==> src/rtl/btn_step_gen_if.sv <==
// Button-side signal bundle for btn_step_gen: raw button in, step/debounced level/step count out.
// master drives the button and observes the outputs; slave is the generator itself.
interface btn_step_gen_if;
  logic       btn_in;
  logic       step;
  logic       btn_db;
  logic [7:0] step_cnt;

  modport master (output btn_in, input step, btn_db, step_cnt);
  modport slave  (input btn_in, output step, btn_db, step_cnt);
endinterface

==> src/rtl/btn_step_gen.sv <==
// Debounced push-button step generator: 2-flop synchroniser, counter-qualified debounce FSM,
// single-cycle step pulse and wrapping step count. Define BTN_AUTOREPEAT_EN to enable auto-repeat.
module btn_step_gen #(
  parameter int unsigned DEBOUNCE_CYCLES = 1000000,
  parameter int unsigned HOLD_CYCLES     = 50000000,
  parameter int unsigned REPEAT_CYCLES   = 10000000
) (
  input  logic          clk,
  input  logic          rst,
  btn_step_gen_if.slave bus
);

  if (DEBOUNCE_CYCLES < 2 || HOLD_CYCLES < 2 || REPEAT_CYCLES < 2) begin : g_param_check
    $error("btn_step_gen: all cycle parameters must be >= 2");
  end

  localparam int unsigned DB_W = $clog2(DEBOUNCE_CYCLES + 1);
  localparam logic [DB_W-1:0] DB_LAST = DB_W'(DEBOUNCE_CYCLES - 1);

  typedef enum logic [1:0] {IDLE, PRESS_WAIT, HELD, REL_WAIT} state_t;

  state_t          state_q, state_d;
  logic [DB_W-1:0] db_cnt_q, db_cnt_d;
  logic            sync1_q, sync2_q;
  logic            btn_db_q, btn_db_d;
  logic            step_q, step_d;
  logic [7:0]      step_cnt_q, step_cnt_d;
  logic            press_step;
  logic            rpt_fire;

  // NOTE: every flop here uses <= so all registers update from the same pre-edge values.
  always_ff @(posedge clk or posedge rst) begin
    if (rst) begin
      sync1_q <= 1'b0;
      sync2_q <= 1'b0;
    end else begin
      sync1_q <= bus.btn_in;
      sync2_q <= sync1_q;
    end
  end

  always_ff @(posedge clk or posedge rst) begin
    if (rst) begin
      state_q    <= IDLE;
      db_cnt_q   <= '0;
      btn_db_q   <= 1'b0;
      step_q     <= 1'b0;
      step_cnt_q <= '0;
    end else begin
      state_q    <= state_d;
      db_cnt_q   <= db_cnt_d;
      btn_db_q   <= btn_db_d;
      step_q     <= step_d;
      step_cnt_q <= step_cnt_d;
    end
  end

  // NOTE: defaults first so every path assigns every output and no latch is inferred.
  always_comb begin
    state_d    = state_q;
    db_cnt_d   = db_cnt_q;
    btn_db_d   = btn_db_q;
    press_step = 1'b0;
    case (state_q)
      IDLE: begin
        if (sync2_q) begin
          state_d  = PRESS_WAIT;
          db_cnt_d = '0;
        end
      end
      PRESS_WAIT: begin
        if (!sync2_q) begin
          state_d  = IDLE;
          db_cnt_d = '0;
        end else if (db_cnt_q == DB_LAST) begin
          state_d    = HELD;
          db_cnt_d   = '0;
          btn_db_d   = 1'b1;
          press_step = 1'b1;
        end else begin
          db_cnt_d = db_cnt_q + 1'b1;
        end
      end
      HELD: begin
        if (!sync2_q) begin
          state_d  = REL_WAIT;
          db_cnt_d = '0;
        end
      end
      REL_WAIT: begin
        if (sync2_q) begin
          state_d  = HELD;
          db_cnt_d = '0;
        end else if (db_cnt_q == DB_LAST) begin
          state_d  = IDLE;
          db_cnt_d = '0;
          btn_db_d = 1'b0;
        end else begin
          db_cnt_d = db_cnt_q + 1'b1;
        end
      end
      default: begin
        state_d  = IDLE;
        db_cnt_d = '0;
      end
    endcase
  end

`ifdef BTN_AUTOREPEAT_EN
  localparam int unsigned RPT_MAX = (HOLD_CYCLES > REPEAT_CYCLES) ? HOLD_CYCLES : REPEAT_CYCLES;
  localparam int unsigned RPT_W   = $clog2(RPT_MAX + 1);

  logic [RPT_W-1:0] rpt_cnt_q, rpt_cnt_d;
  logic [RPT_W-1:0] rpt_last;
  logic             rpt_first_q, rpt_first_d;

  // The first interval after entering HELD is HOLD_CYCLES, later ones REPEAT_CYCLES.
  always_comb begin
    rpt_cnt_d   = '0;
    rpt_first_d = 1'b1;
    rpt_fire    = 1'b0;
    rpt_last    = rpt_first_q ? RPT_W'(HOLD_CYCLES - 1) : RPT_W'(REPEAT_CYCLES - 1);
    if (state_q == HELD) begin
      if (rpt_cnt_q == rpt_last) begin
        rpt_fire    = 1'b1;
        rpt_first_d = 1'b0;
      end else begin
        rpt_cnt_d   = rpt_cnt_q + 1'b1;
        rpt_first_d = rpt_first_q;
      end
    end
  end

  always_ff @(posedge clk or posedge rst) begin
    if (rst) begin
      rpt_cnt_q   <= '0;
      rpt_first_q <= 1'b1;
    end else begin
      rpt_cnt_q   <= rpt_cnt_d;
      rpt_first_q <= rpt_first_d;
    end
  end
`else
  assign rpt_fire = 1'b0;
`endif

  // Press steps only occur in PRESS_WAIT and repeats only in HELD, so they never collide.
  assign step_d     = press_step | rpt_fire;
  assign step_cnt_d = step_d ? step_cnt_q + 8'd1 : step_cnt_q;

  assign bus.step     = step_q;
  assign bus.btn_db   = btn_db_q;
  assign bus.step_cnt = step_cnt_q;

endmodule

==> src/flat_wrapper.sv <==
// flat-port wrapper written by rule: the top's interface ports become plain ports
module btn_step_gen_flat 
#(
  parameter int unsigned DEBOUNCE_CYCLES = 1000000,
  parameter int unsigned HOLD_CYCLES     = 50000000,
  parameter int unsigned REPEAT_CYCLES   = 10000000
)
  (clk, rst, bus_btn_in, bus_step, bus_btn_db, bus_step_cnt);
  btn_step_gen_if bus_i ();
  input  logic clk;
  input  logic rst;
  input wire logic [$bits(bus_i.btn_in)-1:0] bus_btn_in;
  output wire logic [$bits(bus_i.step)-1:0] bus_step;
  output wire logic [$bits(bus_i.btn_db)-1:0] bus_btn_db;
  output wire logic [$bits(bus_i.step_cnt)-1:0] bus_step_cnt;
  assign bus_i.btn_in = bus_btn_in;
  assign bus_step = bus_i.step;
  assign bus_btn_db = bus_i.btn_db;
  assign bus_step_cnt = bus_i.step_cnt;
  btn_step_gen #(.DEBOUNCE_CYCLES(DEBOUNCE_CYCLES), .HOLD_CYCLES(HOLD_CYCLES), .REPEAT_CYCLES(REPEAT_CYCLES)) u_core (.clk(clk), .rst(rst), .bus(bus_i));
endmodule
==> config.mk <==
export PLATFORM = sky130hd
export DESIGN_NAME = btn_step_gen_flat
export DESIGN_NICKNAME = d
export VERILOG_FILES = /design/src/rtl/btn_step_gen_if.sv /design/src/rtl/btn_step_gen.sv /design/src/flat_wrapper.sv
export SDC_FILE = /design/constraint.sdc
export NUM_CORES = 1
export LEC_CHECK = 0
export BUFFER_PORTS_ARGS = -buffer_cell sky130_fd_sc_hd__buf_4
export CAP_MARGIN = 20
export CORE_UTILIZATION = 30
export CTS_CLUSTER_SIZE = 12
export DETAILED_ROUTE_END_ITERATION = 16
export GPL_TIMING_DRIVEN = 1
export PLACE_DENSITY = 0.47
export SETUP_SLACK_MARGIN = 0.15
export SYNTH_ARGS = -nofsm -noshare
export SYNTH_HDL_FRONTEND = slang
export SYNTH_SLANG_ARGS = --single-unit
==> constraint.sdc <==
create_clock -name clk -period 4.7 [get_ports clk]
set_clock_uncertainty 0.2 [all_clocks]
set_input_delay 0.47 -clock clk [delete_from_list [all_inputs] [get_ports clk]]
set_output_delay 0.47 -clock clk [all_outputs]
set_load 0.01 [all_outputs]
==> key figures <==
Global routing
  – GRT Overall Usage: a little over an eighth
  – Pin count of the biggest net entering global routing: 35
  – Met3 Usage GRT: 3.429%
  – Met1 usage: between 10% and 20%
  – First-pass GRT wire length: approximately 6700 um
  – Total gr overflow: 0
  – Met2 global-route usage: about 22%
  – Vias in the first global route: about 1400
  – Antenna violations before repair: 0
  – GR peak layer: met2

Timing
  – Slew HR: between 40% and 50%
  – Min Clock Period, post-route: 2567 ps
  – RSZ-0062 raised after global routing: no
  – Max-slew violations: 0
  – Final period util: a little over half
  – Final setup fails: 0
  – Max Freq: around 0.4 GHz
  – Setup TNS Final: 0 ps
  – Worst slew pin tran: between 800 and 900 ps
  – Final Hold Violating Endpoints: 0
  – Final Hold Slack: around 83 ps

Yosys
  – Main synth FF type: dfrtp_1
  – Share of the synthesized area in the top cell type: a little under half
  – Synth top area cells: dfrtp_1 47%, a31oi_1 4.8%, nand2_1 4.8%
  – Async S/R FF share, synth: 100.0%
  – Synth Warn #: 0
  – Seq/Total Area, Yosys: between 40 and 50%
  – Top-count cell post-synth: dfrtp_1
  – Synth cell count leaders: 34 x dfrtp_1, 23 x nand2_1, 14 x a31oi_1, 11 x nand3_1, 11 x nor2_1
  – Net Count, Synth: 188
  – EDFF count, synth: 0
  – Syn Inst Count: around 180
  – Synth cell types: 43
  – Cell taking the most area after synthesis: dfrtp_1
  – Mapped Area: 1808 um2
  – Register bit total from synthesis: 34
  – Syn Area/Cell: between 9 and 10 um2

Power
  – Switching power total: approximately 0.13 mW
  – Pint: 0.4259 mW
  – Net Sw Frac: about a quarter
  – Clock Power Share: slightly below 40%
  – Pwr Density: about 270 nW/um2
  – Reg power frac: 55.1%
  – Peak supply drop: 142.9 uV
  – Comb pwr share: 5.2%
  – Leakage Power: 0.9082 nW

Detailed routing
  – DRC Markers: 0
  – Vias per inst: about 5.4
  – Detailed Route Iter0 Violations: 99
  – Final wirelength: ~3800 um
  – DR WL/cell: 14.20 um
  – Post-route ant nets: 0
  – Via count: 1456
  – Pre-antenna DRT Iters: 4

Flow run
  – Max-Cap Viols: 0

Worst setup path
  – CP max stage cell: a21oi_2
  – R2r setup slk: around 2100 ps
  – CP required: about 4700 ps
  – Setup CP Type: register to register
  – Crit-path cells: ha_1, nand4_1, nor4_1, a21oi_2, buf_4, nand4_1, o311ai_1
  – Slowest cell delay on critical path: approximately 570 ps
  – CP Launch Type: register
  – Critical path arrival: 2550 ps
  – CP most frequent cell: nand4_1
  – CP endpoint kind: register
  – Crit path max fanout: 18

Die
  – Die X-Extent: 79.63 um
  – Initial Utilization: between 30 and 40%
  – # rows: 27
  – Die footprint: about 6300 um2
  – Core region area: between 5000 and 6000 um2
  – Die height: around 80 um
  – Num ports: 13

CTS
  – Postcts setup bufs: 0
  – CTS buffer count: 5
  – CTS root buf: clkbuf_8
  – CTS H-tree lvls: 2
  – Longest Clk Path Bufs: 2
  – Worst-Skew Late Latency: between 200 and 300 ps
  – Hold buffers post-CTS: 0
  – Reg clk slew, reported paths: about 70 ps
  – CTS tree: yes
  – CTS sink cnt: 34
  – PostCTS Resize Cnt: 0

Placement
  – Detailed Place HPWL: around 2600 um
  – Port Buf Inserts: 12
  – Placer Congestion: 0.7739

Layout
  – Share of layout cells above drive strength 1: around 17%
  – P&R area growth vs syn: 13.36%
  – Nets@finish: 202
  – Fillers: 560
  – # diodes: 0

Min path
  – HP Class: primary input to async pin

Outcome
  – Status: finished, final reports clean
[cells by family (layout without fill, tap and decap cells)]
logic type / Yosys count / after routing / synth area share [%]
adders and majority gates: 2 / 2 / 1.384
and+or+nand+nor: 80 / 80 / 26.57
DFF: 34 / 34 / 47.06
buffers and inverters: 13 / 28 / 3.736
xor gates and xnor gates: 8 / 8 / 3.876
muxes: 3 / 3 / 1.799
AOI/OAI and AO/OA: 43 / 43 / 15.57
[per-layer routing]
metal / wire length [um] / vias up
met4: 35 / 0
met3: 138 / 4
met2: 1806 / 33
li1: - / 701
met1: 1853 / 718
met5: 0 / -
[critical path: cells and delay by family, from the launching register on]
family	cells	cell delay, ps
buf+inv	1	340
compound gates	2	830
fa+ha+maj	1	260
simple gates	3	410
flops	1	420
[layout by cell type, fill, tap and decap left out, drive strengths merged, types with 2 or more instances in the layout]
cell / n
nand2b: 2
nand3: 11
o21ai: 6
a21oi: 10
clkbuf: 7
nor4b: 2
nor2: 11
inv: 6
and4: 2
nor3: 4
xnor2: 2
a31oi: 14
and2: 5
buf: 14
ha: 2
mux2: 2
nand2: 23
and3: 3
or2: 2
nor4: 6
xor2: 6
o211ai: 2
dfrtp: 34
nand4: 5
a22o: 2
a41oi: 4
[state kept, by name (all words and copies together) (netlist names), named ones only]
signal               count
u_core.bus.step          1
u_core.db_cnt_q         20
u_core.sync1_q           1
u_core.bus.btn_db        1
u_core.bus.step_cnt      8
u_core.state_q           1
u_core.sync2_q           1
[stage by stage]
step                      util [%]  total power [mW]  area (um2)  instances  setup slack (ps)
final                        36.33            0.5563        2049        270              2133
after global routing         36.33            0.5836        2049        270              1844
after CTS                    36.33            0.5653        2049        270              2117
after detailed placement     34.71            0.3413        1958        262              2186
after global placement       34.71            0.3407        1958        262              2307
after floorplan                  -            0.3316        1808        183              2629
[final timing paths]
check,cells past startpoint,endpoint,from
min reg2reg,0,u_core.sync2_q$_DFF_PP0_,u_core.sync1_q$_DFF_PP0_
max reg2reg,7,u_core.db_cnt_q[9]$_DFFE_PP0P_,u_core.db_cnt_q[0]$_DFFE_PP0P_
max,7,u_core.db_cnt_q[9]$_DFFE_PP0P_,u_core.db_cnt_q[0]$_DFFE_PP0P_
min in group clk,1,u_core.sync1_q$_DFF_PP0_,bus_btn_in
min,3,u_core.sync1_q$_DFF_PP0_,rst
max in group asynchronous,3,u_core.db_cnt_q[15]$_DFFE_PP0P_,rst
[power by group through the flow]
stage,clock network (mW),logic (mW),registers (mW)
floorplan,0,0.0217,0.310
global placement,0,0.0291,0.312
detailed placement,0,0.0294,0.312
CTS,0.230,0.0297,0.306
global route,0.242,0.0336,0.308
finish,0.221,0.0291,0.307
[area by class of cell]
class,count,area [um2],share of cell area [%]
clock inverter,1,5.005,0.2442
timing repair buffer,14,105.1,5.128
sequential,34,850.8,41.51
clock buffer,7,86.33,4.212
tap,72,90.09,4.396
multi-input combinational,136,889.6,43.41
inverter,6,22.52,1.099
Power figures use the tool's default switching activity.
